File: src/rtl/byte_axil_bridge.sv
// Byte-stream to AXI4-Lite master bridge.
//
// Executes one decoded read or write command at a time. Write payload bytes are packed
// into 32-bit AXI4-Lite writes with byte strobes. AXI4-Lite read words are unpacked into
// a byte stream. Exactly one AXI transaction is ever in flight.
//
// Ports:
//   clk, reset_n                 system clock, asynchronous active-low reset
//   cmd_valid/ready/write/addr/len  command handshake: direction, start byte address, byte count
//   wr_valid/ready/data          write payload byte stream (into the bridge)
//   rd_valid/ready/data          read data byte stream (out of the bridge)
//   done, err                    one-cycle completion pulse; err=1 if any response was not OKAY
//   m_aw*, m_w*, m_b*            AXI4-Lite write channels (master side)
//   m_ar*, m_r*                  AXI4-Lite read channels (master side)
module byte_axil_bridge (
    input  logic        clk,
    input  logic        reset_n,

    input  logic        cmd_valid,
    output logic        cmd_ready,
    input  logic        cmd_write,
    input  logic [31:0] cmd_addr,
    input  logic [15:0] cmd_len,

    input  logic        wr_valid,
    output logic        wr_ready,
    input  logic [7:0]  wr_data,

    output logic        rd_valid,
    input  logic        rd_ready,
    output logic [7:0]  rd_data,

    output logic        done,
    output logic        err,

    output logic [31:0] m_awaddr,
    output logic [2:0]  m_awprot,
    output logic        m_awvalid,
    input  logic        m_awready,
    output logic [31:0] m_wdata,
    output logic [3:0]  m_wstrb,
    output logic        m_wvalid,
    input  logic        m_wready,
    input  logic [1:0]  m_bresp,
    input  logic        m_bvalid,
    output logic        m_bready,

    output logic [31:0] m_araddr,
    output logic [2:0]  m_arprot,
    output logic        m_arvalid,
    input  logic        m_arready,
    input  logic [31:0] m_rdata,
    input  logic [1:0]  m_rresp,
    input  logic        m_rvalid,
    output logic        m_rready
);

    typedef enum logic [2:0] {
        StIdle,
        StWGather,
        StWIssue,
        StWResp,
        StRIssue,
        StRWait,
        StRStream,
        StDone
    } state_e;

    state_e      state_q, state_d;
    logic [31:0] addr_q, addr_d;
    logic [15:0] remain_q, remain_d;
    logic [31:0] wbuf_q, wbuf_d;
    logic [3:0]  strb_q, strb_d;
    logic        err_acc_q, err_acc_d;
    logic [29:0] word_q, word_d;     // word address of the bytes being gathered
    logic        aw_pend_q, aw_pend_d;
    logic        w_pend_q, w_pend_d;
    logic [31:0] rbuf_q, rbuf_d;

    logic [1:0]  lane;
    logic        aw_fin;
    logic        w_fin;

    assign lane     = addr_q[1:0];
    assign m_awprot = 3'b000;
    assign m_arprot = 3'b000;
    assign m_awaddr = {word_q, 2'b00};
    assign m_wdata  = wbuf_q;
    assign m_wstrb  = strb_q;
    assign m_araddr = {addr_q[31:2], 2'b00};
    // addr only moves on a stream handshake, so rd_data holds while stalled.
    assign rd_data  = rbuf_q[{lane, 3'b000} +: 8];

    always_ff @(posedge clk or negedge reset_n) begin
        if (!reset_n) begin
            state_q   <= StIdle;
            addr_q    <= '0;
            remain_q  <= '0;
            wbuf_q    <= '0;
            strb_q    <= '0;
            err_acc_q <= 1'b0;
            word_q    <= '0;
            aw_pend_q <= 1'b0;
            w_pend_q  <= 1'b0;
            rbuf_q    <= '0;
        end else begin
            state_q   <= state_d;
            addr_q    <= addr_d;
            remain_q  <= remain_d;
            wbuf_q    <= wbuf_d;
            strb_q    <= strb_d;
            err_acc_q <= err_acc_d;
            word_q    <= word_d;
            aw_pend_q <= aw_pend_d;
            w_pend_q  <= w_pend_d;
            rbuf_q    <= rbuf_d;
        end
    end

    always_comb begin
        state_d   = state_q;
        addr_d    = addr_q;
        remain_d  = remain_q;
        wbuf_d    = wbuf_q;
        strb_d    = strb_q;
        err_acc_d = err_acc_q;
        word_d    = word_q;
        aw_pend_d = aw_pend_q;
        w_pend_d  = w_pend_q;
        rbuf_d    = rbuf_q;

        cmd_ready = 1'b0;
        wr_ready  = 1'b0;
        rd_valid  = 1'b0;
        done      = 1'b0;
        err       = 1'b0;
        m_awvalid = 1'b0;
        m_wvalid  = 1'b0;
        m_bready  = 1'b0;
        m_arvalid = 1'b0;
        m_rready  = 1'b0;
        aw_fin    = 1'b0;
        w_fin     = 1'b0;

        unique case (state_q)
            StIdle: begin
                cmd_ready = 1'b1;
                if (cmd_valid) begin
                    addr_d    = cmd_addr;
                    remain_d  = cmd_len;
                    err_acc_d = 1'b0;
                    wbuf_d    = '0;
                    strb_d    = '0;
                    if (cmd_len == 16'd0) begin
                        state_d = StDone;
                    end else if (cmd_write) begin
                        state_d = StWGather;
                    end else begin
                        state_d = StRIssue;
                    end
                end
            end

            StWGather: begin
                wr_ready = 1'b1;
                if (wr_valid) begin
                    wbuf_d[{lane, 3'b000} +: 8] = wr_data;
                    strb_d[lane] = 1'b1;
                    word_d       = addr_q[31:2];
                    addr_d       = addr_q + 32'd1;
                    remain_d     = remain_q - 16'd1;
                    if (lane == 2'd3 || remain_q == 16'd1) begin
                        state_d   = StWIssue;
                        aw_pend_d = 1'b1;
                        w_pend_d  = 1'b1;
                    end
                end
            end

            StWIssue: begin
                // AW and W complete independently; leave once both have gone.
                m_awvalid = aw_pend_q;
                m_wvalid  = w_pend_q;
                aw_fin    = !aw_pend_q || m_awready;
                w_fin     = !w_pend_q || m_wready;
                aw_pend_d = aw_pend_q && !m_awready;
                w_pend_d  = w_pend_q && !m_wready;
                if (aw_fin && w_fin) begin
                    state_d = StWResp;
                end
            end

            StWResp: begin
                m_bready = 1'b1;
                if (m_bvalid) begin
                    err_acc_d = err_acc_q | (m_bresp != 2'b00);
                    strb_d    = '0;
                    wbuf_d    = '0;
                    state_d   = (remain_q == 16'd0) ? StDone : StWGather;
                end
            end

            StRIssue: begin
                m_arvalid = 1'b1;
                if (m_arready) begin
                    state_d = StRWait;
                end
            end

            StRWait: begin
                m_rready = 1'b1;
                if (m_rvalid) begin
                    rbuf_d    = m_rdata;
                    err_acc_d = err_acc_q | (m_rresp != 2'b00);
                    state_d   = StRStream;
                end
            end

            StRStream: begin
                rd_valid = 1'b1;
                if (rd_ready) begin
                    addr_d   = addr_q + 32'd1;
                    remain_d = remain_q - 16'd1;
                    if (remain_q == 16'd1) begin
                        state_d = StDone;
                    end else if (lane == 2'd3) begin
                        state_d = StRIssue;
                    end
                end
            end

            StDone: begin
                done    = 1'b1;
                err     = err_acc_q;
                state_d = StIdle;
            end

            default: begin
                state_d = StIdle;
            end
        endcase
    end

endmodule

File: config.mk
export PLATFORM = sky130hd
export DESIGN_NAME = byte_axil_bridge
export DESIGN_NICKNAME = d
export VERILOG_FILES = /design/src/rtl/byte_axil_bridge.sv
export SDC_FILE = /design/constraint.sdc
export NUM_CORES = 1
export LEC_CHECK = 0
export BUFFER_PORTS_ARGS = -buffer_cell sky130_fd_sc_hd__buf_2
export CAP_MARGIN = 10
export CORE_ASPECT_RATIO = 0.75
export CORE_MARGIN = 1.5
export CORE_UTILIZATION = 40
export CTS_CLUSTER_DIAMETER = 200
export CTS_CLUSTER_SIZE = 16
export DETAILED_ROUTE_END_ITERATION = 10
export PLACE_DENSITY = 0.61
export SYNTH_ARGS = -nofsm -noshare
export SYNTH_HDL_FRONTEND = slang
export SYNTH_SLANG_ARGS = --single-unit
File: constraint.sdc
create_clock -name clk -period 2.4 [get_ports clk]
set_input_delay 0.24 -clock clk [delete_from_list [all_inputs] [get_ports clk]]
set_output_delay 0.24 -clock clk [all_outputs]
set_load 0.01 [all_outputs]
==> results of run 1 <==
[cell usage after synthesis, types with 5 or more instances]
master / n
mux4_2: 8
nor4_1: 13
nand2b_1: 5
clkbuf_1: 26
nor3_1: 12
a21oi_1: 56
nand4_1: 13
a2bb2oi_1: 7
o21ai_0: 44
inv_1: 34
mux2i_1: 24
and2_1: 7
buf_1: 8
and3_1: 5
nor2_1: 36
nand2_1: 65
nand3_1: 22
buf_2: 16
o21a_1: 8
buf_4: 41
a22o_1: 12
o22a_1: 8
mux2_2: 63
dfrtp_1: 152
ha_1: 7
o22ai_1: 12
[final cells by class]
| class | count | area (µm²) | area share, % |
|---|---|---|---|
| sequential | 152 | 3800 | 38.5 |
| multi-input combinational | 510 | 3580 | 36.2 |
| inverter | 34 | 128 | 1.29 |
| clock inverter | 15 | 176 | 1.78 |
| tap | 253 | 317 | 3.20 |
| timing repair buffer | 252 | 1450 | 14.6 |
| clock buffer | 17 | 425 | 4.30 |
| antenna | 2 | 5.00 | 0.0506 |
[report_power, final]
part           switching [W]  internal (W)  total, W
Clock                0.00128       0.00141   0.00269
Sequential          0.000905       0.00361   0.00452
Combinational        0.00328       0.00280   0.00608
[registers in the layout, indices dropped and copies added, names as in the netlist]
name	flops
addr_q	32
aw_pend_q	1
err_acc_q	1
m_wdata	32
m_wstrb	4
rbuf_q	32
remain_q	16
state_q	3
w_pend_q	1
word_q	30
[cell families (layout without fill, tap and decap cells)]
logic type,after synthesis,count (layout),share of synthesized area [%]
compound gates,192,192,15.5
fa+ha+maj,7,7,1.10
buf+inv,126,318,8.12
flops,152,152,47.7
mux,96,96,14.3
other cells,1,12,0.0470
simple gates,205,205,13.2
[metrics by stage]
step	util (%)	hold WS [ps]	cell area, µm²
floorplan	-	-55.6	8020
global placement	47.7	238	9270
detailed placement	47.7	235	9270
CTS	50.8	11.9	9880
global route	50.8	11.7	9880
finish	50.9	32.2	9880
[worst paths after layout]
path,startpoint,endpoint,slack (ps)
worst min register to register,w_pend_q$_DFFE_PN0P_,w_pend_q$_DFFE_PN0P_,500
min in group asynchronous,reset_n,remain_q[9]$_DFFE_PN0P_,340
worst min-delay path,m_rdata[19],rbuf_q[19]$_DFFE_PN0P_,30
worst max-delay path,remain_q[1]$_DFFE_PN0P_,state_q[0]$_DFFE_PN0P_,120
max in group asynchronous,reset_n,rbuf_q[1]$_DFFE_PN0P_,1370
worst max register to register,remain_q[1]$_DFFE_PN0P_,state_q[0]$_DFFE_PN0P_,120
[worst max-delay path: stages, from the launching register on]
cell and delay [ps]:
dfrtp_1 390, inv_1 120, ha_1 170, or4b_1 480, nor4_4 240, buf_4 180, nor2_1 40, a311o_1 330
o21ai_0 220
[metal layers]
metal	track usage [%]	share of wire, %
met2	30.7	42
met3	5.70	7.2
met1	33.4	51
met5	0	0
met4	5.83	0.49
==> impl_metrics.env, run 1 <==
export IMPL_status="finished clean"
export IMPL_postCtsResizedCells=0
export IMPL_grt_first_pass_wirelength_mm=36.0
export IMPL_ys_types=63
export IMPL_cts_buffer_depth=2
export IMPL_gp_congestion=0.874
export IMPL_hold_buffers=1
export IMPL_dp_hpwl_mm=16.2
export IMPL_finalCritPeriodShare_pct=94.9
export IMPL_maxCapViolCount=0
export IMPL_worst_setup_path_type="register to register"
export IMPL_wire_per_inst_um=17.9
export IMPL_grt_max_degree=54
export IMPL_port_buffers=216
export IMPL_path_max_fanout=4
export IMPL_drc=0
export IMPL_setup_tns_final_ps=0
export IMPL_layout_setup_ws_ps=121
export IMPL_max_freq_mhz=439
export IMPL_die_h_um=125
export IMPL_synth_top_area_cell="dfrtp_1"
export IMPL_cts_buffers=17
export IMPL_layout_commonest_cell="buf_2"
export IMPL_row_count=44
export IMPL_ant_nets=0
export IMPL_cts_sink_count=152
export IMPL_clkTransAtPathRegs_ps=70
export IMPL_worstRegToRegCells=8
export IMPL_cp_start_kind="register"
export IMPL_leakagePower_nw=4.51
export IMPL_finalHoldViolCount=0
export IMPL_die_w_um=166
export IMPL_worstMarginPinSlew_ps=567
export IMPL_vias_per_cell=5.37
export IMPL_p_total_w=0.0133
export IMPL_netlist_top_cells_area="dfrtp_1, mux2_2, buf_4"
export IMPL_hold_class="input pin to register"
export IMPL_end_kind="register"
export IMPL_antenna_found_initial=2
export IMPL_cp_required_ps=2720
export IMPL_pre_cts_slack_ps=172
export IMPL_dieArea_um2=20800
export IMPL_dr_pass1_iters=5
export IMPL_vias=6635
export IMPL_rsz0062_at_grt="false"
export IMPL_avgSynthCellArea_um2=10.2
export IMPL_nFillCells=1815
export IMPL_period_needed_ps=2280
export IMPL_cts_htree_levels=4
export IMPL_whs_path_depth=2
export IMPL_maxSlewViolCount=0
export IMPL_ioPinCount=227
export IMPL_clock_skew_ps=13.3
export IMPL_grt_util_all_layers_pct=22.0
export IMPL_wl_mm=22.1
export IMPL_critPathArrivalTime_ps=2600
export IMPL_finalNetCount=1077
export IMPL_synth_edf_count=0
export IMPL_ys_ff_latch=152
export IMPL_syn2layout_area_growth_pct=23.8
export IMPL_layout_common_cells="buf_2, dfrtp_1, nand2_1"
export IMPL_tritoncts="yes"
export IMPL_dp_cells=1200
export IMPL_start_util_pct=41.1
export IMPL_synth_main_ff_cell="dfrtp_1"
export IMPL_postCtsSetupRepairBufs=0
export IMPL_synthesis_area_um2=7980
export IMPL_slew_headroom_pct=61.8
export IMPL_syn_instance_count=779
export IMPL_yosysWarnings=0
export IMPL_grt_overflow_total=0
export IMPL_p_per_area_nw_per_um2=1340
export IMPL_ir_worst_vdd_mv=0.578
export IMPL_root_buffer="clkbuf_16"
export IMPL_drtIter0Drc=641
export IMPL_yosysSeqAreaShare_pct=47.7
export IMPL_layout_drive_gt1_share_pct=38.3
export IMPL_grt_pass1_vias=6492
export IMPL_yosysTopAreaCellShare_pct=47.7
export IMPL_final_cell_count_no_fill=1235
export IMPL_clk_latency_ps=430
export IMPL_async_flop_share_pct=100
export IMPL_core_area_um2=19400
export IMPL_final_setup_viol_count=0
No activity file was read; power rests on OpenSTA's default activity.
==> run 2: changes to the inputs <==
--- a/config.mk
+++ b/config.mk
@@ -5,7 +5,7 @@
 export SDC_FILE = /design/constraint.sdc
 export NUM_CORES = 1
 export LEC_CHECK = 0
-export BUFFER_PORTS_ARGS = -buffer_cell sky130_fd_sc_hd__buf_2
+export BUFFER_PORTS_ARGS = -buffer_cell sky130_fd_sc_hd__buf_4
 export CAP_MARGIN = 10
 export CORE_ASPECT_RATIO = 0.75
 export CORE_MARGIN = 1.5
@@ -13,6 +13,7 @@
 export CTS_CLUSTER_DIAMETER = 200
 export CTS_CLUSTER_SIZE = 16
 export DETAILED_ROUTE_END_ITERATION = 10
+export HOLD_SLACK_MARGIN = 0.06
 export PLACE_DENSITY = 0.61
 export SYNTH_ARGS = -nofsm -noshare
 export SYNTH_HDL_FRONTEND = slang
==> run 2 against run 1 <==
Compared with the run above: cell area is 9.0% higher; wire length is 3.4% higher; setup slack better by 32 ps; largest cell class unchanged; critical endpoint is now addr_q[9]$_DFFE_PN0P_; cell count is 2.5% higher; sequential cell count stayed put; die area stayed put.
==> impl_metrics.env, run 2 (synthesis gave the netlist of run 1 again) <==
export IMPL_hold_end="addr_q[20]$_DFFE_PN0P_"
export IMPL_postCtsSetupRepairBufs=0
export IMPL_grt_util_all_layers_pct=22.3
export IMPL_final_setup_viol_count=0
export IMPL_wl_mm=22.9
export IMPL_vias=6776
export IMPL_grt_first_pass_wirelength_mm=36.7
export IMPL_die_h_um=125
export IMPL_core_area_um2=19400
export IMPL_p_total_w=0.0140
export IMPL_worst_setup_path_type="register to register"
export IMPL_grt_overflow_total=0
export IMPL_drtIter0Drc=455
export IMPL_dp_hpwl_mm=16.4
export IMPL_cts_htree_levels=4
export IMPL_finalCritPeriodShare_pct=93.6
export IMPL_max_freq_mhz=445
export IMPL_antenna_found_initial=0
export IMPL_ir_worst_vdd_mv=0.737
export IMPL_ioPinCount=227
export IMPL_setup_tns_final_ps=0
export IMPL_start_util_pct=41.1
export IMPL_status="finished clean"
export IMPL_cts_buffers=17
export IMPL_cts_sink_count=152
export IMPL_cp_start_kind="register"
export IMPL_wl_met1_mm=11.3
export IMPL_reg2reg_slack_ps=150
export IMPL_finalHoldViolCount=0
export IMPL_slew_headroom_pct=61.7
export IMPL_worstMarginPinSlew_ps=570
export IMPL_maxCapViolCount=0
export IMPL_die_w_um=166
export IMPL_rsz0062_at_grt="false"
export IMPL_layout_drive_gt1_share_pct=37.0
export IMPL_reg2reg_from="state_q[2]$_DFFE_PN0P_"
export IMPL_ant_nets=0
export IMPL_whs_path_depth=3
export IMPL_gp_congestion=0.892
export IMPL_p_per_area_nw_per_um2=1300
export IMPL_port_buffers=216
export IMPL_clkTransAtPathRegs_ps=70
export IMPL_layout_common_cells="buf_4, dfrtp_1, nand2_1"
export IMPL_syn2layout_area_growth_pct=35.0
export IMPL_hold_path_startpoint="cmd_addr[20]"
export IMPL_met2_wirelength_mm=9.80
export IMPL_vias_per_cell=5.35
export IMPL_grt_pass1_vias=6502
export IMPL_end_kind="register"
export IMPL_top_layer="met4"
export IMPL_maxSlewViolCount=0
export IMPL_finalNetCount=1110
export IMPL_hold_class="input pin to register"
export IMPL_tritoncts="yes"
export IMPL_clk_latency_ps=420
export IMPL_leakagePower_nw=4.81
export IMPL_rr_endpoint="addr_q[9]$_DFFE_PN0P_"
export IMPL_period_needed_ps=2250
export IMPL_wire_per_inst_um=18.1
export IMPL_worstRegToRegCells=6
export IMPL_path_max_fanout=35
export IMPL_dr_pass1_iters=5
export IMPL_clock_skew_ps=12.5
export IMPL_cts_buffer_depth=2
export IMPL_diodes=0
export IMPL_grt_max_degree=54
export IMPL_cp_required_ps=2710
export IMPL_wl_met3_mm=1.70
export IMPL_layout_commonest_cell="buf_4"
export IMPL_drc=0
export IMPL_row_count=44
export IMPL_dieArea_um2=20800
export IMPL_root_buffer="clkbuf_16"
export IMPL_critPathArrivalTime_ps=2560
## run 2: layout make-up
type | instances | area (µm²)
Sequential cell | 152 | 3800
Inverter | 34 | 128
Clock buffer | 17 | 425
Timing Repair Buffer | 285 | 2320
Clock inverter | 15 | 203
Tap cell | 253 | 317
Multi-Input combinational cell | 510 | 3580
Fill cell | 1741 | 8660
## run 2: how the worst max path moves through the flow
stage | startpoint | to | slack [ps]
2_1_floorplan | remain_q[6]$_DFFE_PN0P_ | state_q[1]$_DFFE_PN0P_ | 280
3_3_place_gp | remain_q[1]$_DFFE_PN0P_ | state_q[1]$_DFFE_PN0P_ | 220
3_5_place_dp | state_q[2]$_DFFE_PN0P_ | addr_q[5]$_DFFE_PN0P_ | 170
4_1_cts | state_q[2]$_DFFE_PN0P_ | addr_q[5]$_DFFE_PN0P_ | 160
5_1_grt | state_q[2]$_DFFE_PN0P_ | addr_q[5]$_DFFE_PN0P_ | 20
6_report | state_q[2]$_DFFE_PN0P_ | addr_q[9]$_DFFE_PN0P_ | 150
## run 2: repair_timing
action	in CTS	in global routing
setup endpoints to repair	0	0
resized for setup	0	0
hold buffers	34	0
hold endpoints to repair	64	0
## run 2: through the flow
stage	std cells	utilization [%]	hold WS (ps)	area, µm²	worst slack [ps]
floorplan	788	-	-55.6	8020	284
global placement	1200	50.5	159	9810	218
detailed placement	1200	50.5	160	9810	170
CTS	1266	55.4	61.4	10800	159
global route	1266	55.4	76.7	10800	16.5
finish	1266	55.4	78.3	10800	154
## run 2: worst max-delay path, stage by stage (launching register included)
cell	delay (ps)
dfrtp_1	490
or3b_2	480
a21oi_1	360
or2_2	250
buf_12	200
o21ai_0	110
a22o_1	230
## run 2: per-layer routing
layer / GRT usage [%] / vias to the layer above
li1: - / 3238
met1: 34.1 / 3294
met2: 31.7 / 236
met3: 5.98 / 8
met4: 4.19 / 0
met5: 0 / -
## run 2: where the power goes
group          internal, W  total (W)  switching, W  leakage, nW
Sequential         0.00361    0.00458      0.000966         1.86
Clock              0.00160    0.00284       0.00124        0.304
Combinational      0.00326    0.00659       0.00333         2.64
Total              0.00848     0.0140       0.00554         4.81
==> run 3: changes to the inputs <==
--- a/config.mk
+++ b/config.mk
@@ -7,14 +7,13 @@
 export LEC_CHECK = 0
 export BUFFER_PORTS_ARGS = -buffer_cell sky130_fd_sc_hd__buf_4
 export CAP_MARGIN = 10
-export CORE_ASPECT_RATIO = 0.75
 export CORE_MARGIN = 1.5
-export CORE_UTILIZATION = 40
+export CORE_UTILIZATION = 30
 export CTS_CLUSTER_DIAMETER = 200
 export CTS_CLUSTER_SIZE = 16
 export DETAILED_ROUTE_END_ITERATION = 10
 export HOLD_SLACK_MARGIN = 0.06
-export PLACE_DENSITY = 0.61
+export PLACE_DENSITY = 0.48
 export SYNTH_ARGS = -nofsm -noshare
 export SYNTH_HDL_FRONTEND = slang
 export SYNTH_SLANG_ARGS = --single-unit
==> run 3 against run 2 <==
Compared with the run above: setup slack better by 84 ps; via count down 0.80%; register-to-register slack better by 80 ps; fmax up 3.9%; die area up 33%; sequential cell count unchanged; utilization down 14 points; clock-buffer cell count unchanged; global-route usage down 4.4 points; cell count up 7.4%; total power down 1.2%; first-iteration DRC count down 2.2%; largest cell class unchanged.
==> impl_metrics.env, run 3 (synthesis gave the netlist of run 1 again) <==
export IMPL_clkTransAtPathRegs_ps=80
export IMPL_clk_latency_ps=440
export IMPL_p_per_area_nw_per_um2=1270
export IMPL_finalHoldViolCount=0
export IMPL_die_w_um=166
export IMPL_setup_tns_final_ps=0
export IMPL_cp_start_kind="register"
export IMPL_clock_skew_ps=23.3
export IMPL_syn2layout_area_growth_pct=36.7
export IMPL_end_kind="register"
export IMPL_cts_htree_levels=4
export IMPL_worst_setup_path_type="register to register"
export IMPL_maxCapViolCount=0
export IMPL_dr_pass1_iters=4
export IMPL_grt_first_pass_wirelength_mm=39.0
export IMPL_core_area_um2=26100
export IMPL_drc=0
export IMPL_maxSlewViolCount=0
export IMPL_critPathArrivalTime_ps=2480
export IMPL_slew_headroom_pct=59.9
export IMPL_ioPinCount=227
export IMPL_start_util_pct=30.6
export IMPL_finalNetCount=1121
export IMPL_vias=6722
export IMPL_period_needed_ps=2160
export IMPL_wire_per_inst_um=17.9
export IMPL_root_buffer="clkbuf_16"
export IMPL_hold_class="input pin to register"
export IMPL_cp_required_ps=2720
export IMPL_dp_cells=1288
export IMPL_row_count=59
export IMPL_reg2reg_slack_ps=240
export IMPL_die_h_um=166
export IMPL_grt_max_degree=58
export IMPL_layout_common_cells="buf_4, dfrtp_1, nand2_1"
export IMPL_path_max_fanout=4
export IMPL_status="finished clean"
export IMPL_ant_nets=0
export IMPL_dieArea_um2=27600
export IMPL_layout_drive_gt1_share_pct=37.2
export IMPL_postCtsResizedCells=0
export IMPL_leakagePower_nw=4.83
export IMPL_port_buffers=216
export IMPL_postCtsSetupRepairBufs=0
export IMPL_dp_hpwl_mm=17.7
export IMPL_ir_worst_vdd_mv=0.509
export IMPL_grt_util_all_layers_pct=17.9
export IMPL_vias_per_cell=4.94
export IMPL_cts_sink_count=152
export IMPL_worstMarginPinSlew_ps=601
export IMPL_drtIter0Drc=445
export IMPL_finalCritPeriodShare_pct=90.1
export IMPL_antenna_found_initial=2
export IMPL_final_setup_viol_count=0
export IMPL_grt_pass1_vias=6729
export IMPL_gp_congestion=0.781
export IMPL_tritoncts="yes"
export IMPL_rsz0062_at_grt="false"
export IMPL_final_cell_count_no_fill=1360
export IMPL_cts_buffer_depth=2
export IMPL_wl_mm=24.3
export IMPL_cts_buffers=17
export IMPL_layout_commonest_cell="buf_4"
export IMPL_max_freq_mhz=462
export IMPL_grt_overflow_total=0
-- run 3: cell count changes in the layout (fill, tap and decap cells not counted) --
cell           change
buf_4              +9
dlygate4sd3_1      +5
inv_6              -5
inv_8              +4
buf_12             -3
bufinv_16          -2
clkinv_4           +1
clkinv_8           +1
clkinvlp_4         +1
diode_2            +1
-- run 3: path summary, 6_finish.rpt --
kind | start | endpoint | cells past startpoint
setup / recovery | remain_q[1]$_DFFE_PN0P_ | state_q[1]$_DFFE_PN0P_ | 7
hold / removal | wr_data[0] | m_wdata[0]$_DFFE_PN0P_ | 2
setup reg to reg | remain_q[1]$_DFFE_PN0P_ | state_q[1]$_DFFE_PN0P_ | 7
hold reg to reg | err_acc_q$_DFFE_PN0P_ | err_acc_q$_DFFE_PN0P_ | 1
max in group asynchronous | reset_n | m_wdata[4]$_DFFE_PN0P_ | 3
min in group asynchronous | reset_n | m_wdata[27]$_DFFE_PN0P_ | 2
-- run 3: final cells by class --
type / count / area, µm²
fillers: 2563 / 15100
inverters: 34 / 128
well taps: 335 / 419
diodes: 1 / 2.50
flip-flops and latches: 152 / 3800
repair buffers: 296 / 2370
multi-input cells: 510 / 3580
clock inverters: 15 / 176
clock buffers: 17 / 425
-- run 3: per-layer routing --
metal	vias to the layer above	GRT usage, %	share of wire (%)
met5	-	0	0.053
met4	2	4.03	0.85
met3	14	4.34	5.8
met2	202	27.6	46
met1	3266	25.4	48
li1	3238	-	-
-- run 3: power by group --
| group | internal [W] | leakage (nW) | switching, W |
|---|---|---|---|
| clock network | 0.00141 | 0.288 | 0.00132 |
| logic | 0.00327 | 2.68 | 0.00328 |
| registers | 0.00361 | 1.86 | 0.000948 |
-- run 3: stage by stage --
stage	area, µm²	utilization [%]	setup slack, ps	hold WS, ps	power (W)
floorplan	8020	-	284	-55.6	0.00868
global placement	9920	38.1	274	283	0.0111
detailed placement	9920	38.1	254	270	0.0112
CTS	10900	41.9	245	60.4	0.0140
global route	10900	41.9	72.9	79.0	0.0148
finish	10900	41.9	238	78.0	0.0138
-- run 3: repair_timing --
action | CTS | global route
hold endpoints to repair | 93 | 0
hold buffers | 39 | 0
setup endpoints to repair | 0 | 0
-- run 3: critical path: stages, from the launching register on --
cell     delay [ps]
dfrtp_1         390
inv_1           120
ha_1            150
or4b_1          480
nor4_4          200
nor3_2           60
or3_4           350
mux2_4          300
